## src/rtl/neo_spike_detector.sv

```systemverilog
// Adaptive-threshold spike detector for a NEO energy stream: block-average
// threshold, peak/timestamp capture per spike, then a refractory hold-off.
module neo_spike_detector #(
  parameter int Data_width = 16,
  parameter int Win_log2   = 4,
  parameter int Refractory = 8,
  parameter int TS_width   = 16
) (
  input  logic                         clk,
  input  logic                         rst,
  input  logic signed [Data_width-1:0] Data_in,
  input  logic                         Valid,
  input  logic        [3:0]            Thr_mult,
  output logic                         Armed,
  output logic                         Spike,
  output logic        [Data_width-1:0] Peak,
  output logic        [TS_width-1:0]   Spike_ts,
  output logic        [7:0]            Spike_count
);

  localparam int AccW = Data_width + Win_log2;
  localparam int ThrW = Data_width + 4;
  localparam logic [7:0] RefrCount = 8'(Refractory);

  typedef enum logic [1:0] {
    WARMUP,
    ARMED,
    IN_SPIKE,
    REFRACT
  } state_t;

  state_t                 state;
  logic [TS_width-1:0]    ts;
  logic [AccW-1:0]        acc;
  logic [Win_log2-1:0]    win_cnt;
  logic [ThrW-1:0]        thr;
  logic [7:0]             rc;
  logic [Data_width-1:0]  pk;
  logic [TS_width-1:0]    pk_ts;

  logic [Data_width-1:0]  x;
  logic [AccW-1:0]        sum;
  logic [ThrW-1:0]        avg_ext;
  logic [ThrW-1:0]        thr_calc;
  logic                   win_end;
  logic                   above;

  // Negative energy is treated as zero for both averaging and detection.
  assign x        = Data_in[Data_width-1] ? '0 : Data_in;
  assign sum      = acc + AccW'(x);
  assign avg_ext  = ThrW'(sum >> Win_log2);
  assign thr_calc = avg_ext * ThrW'(Thr_mult);
  assign win_end  = &win_cnt;
  assign above    = ThrW'(x) > thr;

  always_ff @(posedge clk) begin
    if (rst) begin
      state       <= WARMUP;
      ts          <= '0;
      acc         <= '0;
      win_cnt     <= '0;
      thr         <= '0;
      rc          <= '0;
      pk          <= '0;
      pk_ts       <= '0;
      Armed       <= 1'b0;
      Spike       <= 1'b0;
      Peak        <= '0;
      Spike_ts    <= '0;
      Spike_count <= '0;
    end else begin
      Spike <= 1'b0;
      if (Valid) begin
        ts      <= ts + TS_width'(1);
        win_cnt <= win_cnt + Win_log2'(1);
        // The FSM below still sees the old thr on a window-end sample.
        if (win_end) begin
          acc <= '0;
          thr <= thr_calc;
        end else begin
          acc <= sum;
        end

        case (state)
          WARMUP: begin
            if (win_end) begin
              state <= ARMED;
              Armed <= 1'b1;
            end
          end
          ARMED: begin
            if (above) begin
              state <= IN_SPIKE;
              pk    <= x;
              pk_ts <= ts;
            end
          end
          IN_SPIKE: begin
            if (above) begin
              if (x > pk) begin
                pk    <= x;
                pk_ts <= ts;
              end
            end else begin
              state       <= REFRACT;
              rc          <= RefrCount;
              Spike       <= 1'b1;
              Peak        <= pk;
              Spike_ts    <= pk_ts;
              Spike_count <= Spike_count + 8'd1;
            end
          end
          REFRACT: begin
            rc <= rc - 8'd1;
            if (rc == 8'd1) begin
              state <= ARMED;
            end
          end
          default: state <= WARMUP;
        endcase
      end
    end
  end

endmodule

```

## config.mk

```make
export PLATFORM = sky130hd
export DESIGN_NAME = neo_spike_detector
export DESIGN_NICKNAME = d
export VERILOG_FILES = /design/src/rtl/neo_spike_detector.sv
export SDC_FILE = /design/constraint.sdc
export NUM_CORES = 1
export LEC_CHECK = 0
export ABC_AREA = 1
export ABC_CLOCK_PERIOD_IN_PS = 9000
export BUFFER_PORTS_ARGS = -buffer_cell sky130_fd_sc_hd__buf_2
export CAP_MARGIN = 10
export CORE_MARGIN = 2
export CORE_UTILIZATION = 35
export CTS_CLUSTER_SIZE = 28
export DETAILED_ROUTE_END_ITERATION = 10
export PLACE_DENSITY = 0.61
export SLEW_MARGIN = 30
export SYNTH_ARGS = -nofsm -noshare
export SYNTH_HDL_FRONTEND = slang
export SYNTH_SLANG_ARGS = --single-unit
```

## constraint.sdc

```tcl
create_clock -name clk -period 9 [get_ports clk]
set_input_delay 0.45 -clock clk [delete_from_list [all_inputs] [get_ports clk]]
set_output_delay 0.45 -clock clk [all_outputs]
set_load 0.02 [all_outputs]
```

==> impl_metrics.py <==
metrics = {
    "yosys": {
        "yosysWarnings": 0,
        "yosys_register_bits": 142,
        "synth-seq-area-share_pct": 30.04,
        "synth.net_count": 1512,
        "async_flop_share_pct": 0,
        "ys_types": 46,
        "netlist_instances": 1398,
        "post_synth.cell_area_avg_um2": 6.770,
        "synthFlopType": "dfxtp_1",
        "syn_area_um2": 9464,
        "synth-edff-count": 0,
    },
    "cells_and_area": {
        "final_area_um2": 10580,
        "nNetsFinal": 1546,
        "fill_cells": 2869,
        "fin_cells": 1786,
        "finalCoreUtilization_pct": 39.59,
        "n_antenna_cell": 0,
        "drive_gt1_share_pct": 8.858,
        "area_delta_synth_final_pct": 11.81,
    },
    "global_route": {
        "grt_antenna_before_repair": 0,
        "grt_pass1_wl_um": 42730,
        "grt_max_degree": 70,
        "grt_use_total_pct": 18.61,
        "grt_overflow": 0,
        "grt_pass1_vias": 8442,
    },
    "sta": {
        "max_freq_ghz": 0.1855,
        "hold_violations": 0,
        "final-max-slew-violation-count": 0,
        "clock_skew_ps": 20.27,
        "layout_min_cycle_time_ps": 5391,
        "period_share_pct": 59.90,
        "rsz0062_at_grt": "no",
        "setup_viol": 0,
        "worst_pin_slew_ps": 895.1,
        "slew_headroom_pct": 40.26,
        "hold_ws_ps": 423.7,
        "final.setup.tns_ps": 0,
        "layout_setup_ws_ps": 3609,
    },
    "floorplanning": {
        "die_w_um": 168.4,
        "rows": 60,
        "die_h_um": 168.4,
        "dieArea_um2": 28370,
        "core_um2": 26730,
        "start_util_pct": 35.41,
        "io_pins": 65,
    },
    "setup_path": {
        "reg2reg_depth": 25,
        "worst_path_max_delay_cell": "fa_1",
        "arrival_ps": 5710,
        "path_class": "input pin to flop",
        "reg2reg_slack_ps": 3940,
        "critPathBufInv": 9,
        "cp-start-kind": "input pin",
        "path_common_cell": "inv_1",
        "worstReg2RegEnd": "thr[14]",
        "rr_startpoint": "acc[1]",
        "slowest_delay_ps": 570,
        "worst-endpoint-required_ps": 9320,
        "cp_top_family": "adder cells",
        "end_kind": "flop",
        "cp_max_fo": 20,
    },
    "power": {
        "vdd_drop_max_v": 0.0001339,
        "cellPowerDensity_nw_per_um2": 156.5,
        "total_power_mw": 1.656,
        "leakage_nw": 4.613,
    },
    "placement": {
        "dpl_worst_slack_ps": 3273,
        "portBuffers": 63,
        "dp_cells": 1754,
        "postPlaceCellArea_um2": 9960,
        "dp_hpwl_um": 19210,
        "gp_congestion": 0.9106,
    },
    "hold_path": {
        "hold_path_depth": 2,
        "holdCritStartpoint": "Valid",
        "holdPathEnd": "win_cnt[0]",
        "hold_class": "input pin to flop",
    },
    "clocking": {
        "clockBufferDepth": 2,
        "clock-sinks": 142,
        "clkTransAtPathRegs_ps": 70,
        "clk_latency_ps": 440,
        "htreeDepth": 4,
        "cts_resized": 0,
        "cts-buffers-inserted": 17,
        "cts_tree": "built",
        "clk_root_buffer_cell": "clkbuf_16",
        "cts_setup_buffers": 0,
        "ctsHoldBuffers": 0,
    },
    "route": {
        "postRouteAntennaNets": 0,
        "wl_per_cell_um": 14.27,
        "totalWireLength_um": 25480,
        "drc": 0,
        "viasPerCell": 5.034,
        "drt_first_pass_iters": 5,
        "drtIter0Drc": 682,
        "vias": 8991,
    },
    "job": {
        "cap_violations": 0,
    },
    "run_status": {
        "status": "finished clean",
    },
}
## layer usage
layer  track usage, %  up-vias  wire length (um)
li1                 -     4591                 -
met5                0        -                 0
met3            2.656       30              1044
met1            25.96     4147             12770
met4            5.697        0               425
met2            29.79      223             11240
## cell usage in the layout, fill, tap and decap left out, drive strengths merged
master  synthesis  final
nand2         309    309
inv           199    204
a21oi         168    168
dfxtp         142    142
nor2          142    142
nand3         136    136
buf            23     64
ha             63     63
o21ai          56     56
fa             28     28
nor3           23     23
clkbuf         26     17
nand4          15     15
clkinv          4     14
xnor2          11     11
xor2            7      7
nand3b          6      6
or2             6      6
a31oi           5      5
nor4            4      4
o22ai           4      4
a21boi          4      4
o21bai          3      3
o31ai           3      3
a21o            2      2
o211ai          2      2
o21a            2      2
nor3b           1      1
and2            1      1
a31o            1      1
and3            1      1
conb            1      1
## where the power goes
group / leakage (nW) / internal [mW] / total (mW) / switching [mW]
logic: 3.17 / 0.0950 / 0.293 / 0.198
registers: 1.15 / 0.634 / 0.639 / 0.00490
clock network: 0.299 / 0.378 / 0.724 / 0.346
## sequential cells by signal (all words and copies together), names as in the netlist
name / cells
Armed: 1
Peak: 15
Spike: 1
Spike_count: 8
Spike_ts: 16
acc: 20
pk: 15
pk_ts: 16
rc: 8
state: 2
thr: 20
ts: 16
win_cnt: 4
## area by class of cell
type,count,area [um^2],area share (%)
well taps,341,426.7,4.032
inverters,203,763.2,7.213
repair buffers,64,325.3,3.074
clock buffers,17,425.4,4.020
flip-flops and latches,142,2843,26.87
clock inverters,15,193.9,1.833
multi-input cells,1004,5604,52.96
## logic make-up (layout without fill, tap and decap cells)
kind of cell,Yosys count,after routing,synth area share (%)
and+or+nand+nor,644,644,29.35
buffers and inverters,252,299,10.80
AOI/OAI and AO/OA,250,250,13.85
DFF,142,142,30.04
adders and majority gates,91,91,14.25
xor gates and xnor gates,18,18,1.666
other,1,1,0.03962
## worst max path at each step
stage / from / endpoint / cells after the start / slack, ps
after floorplan: Data_in[15] / thr[16] / 27 / 3960
after global placement: Data_in[15] / thr[16] / 25 / 3380
after detailed placement: Data_in[15] / thr[16] / 28 / 3270
after CTS: Data_in[15] / thr[16] / 28 / 3700
after global routing: Data_in[15] / thr[16] / 28 / 3110
final: Data_in[15] / thr[14] / 28 / 3610
## cell usage after synthesis (15+ instances only)
library cell | instances | share of area [%]
a21oi_1 | 168 | 8.9
clkbuf_1 | 26 | 1.0
dfxtp_1 | 142 | 30
fa_1 | 28 | 5.9
ha_1 | 63 | 8.3
inv_1 | 195 | 7.7
nand2_1 | 302 | 12
nand3_1 | 133 | 7.0
nand4_1 | 15 | 0.99
nor2_1 | 138 | 5.5
nor3_1 | 20 | 1.1
o21ai_0 | 47 | 2.5
Power figures use the tool's default switching activity.
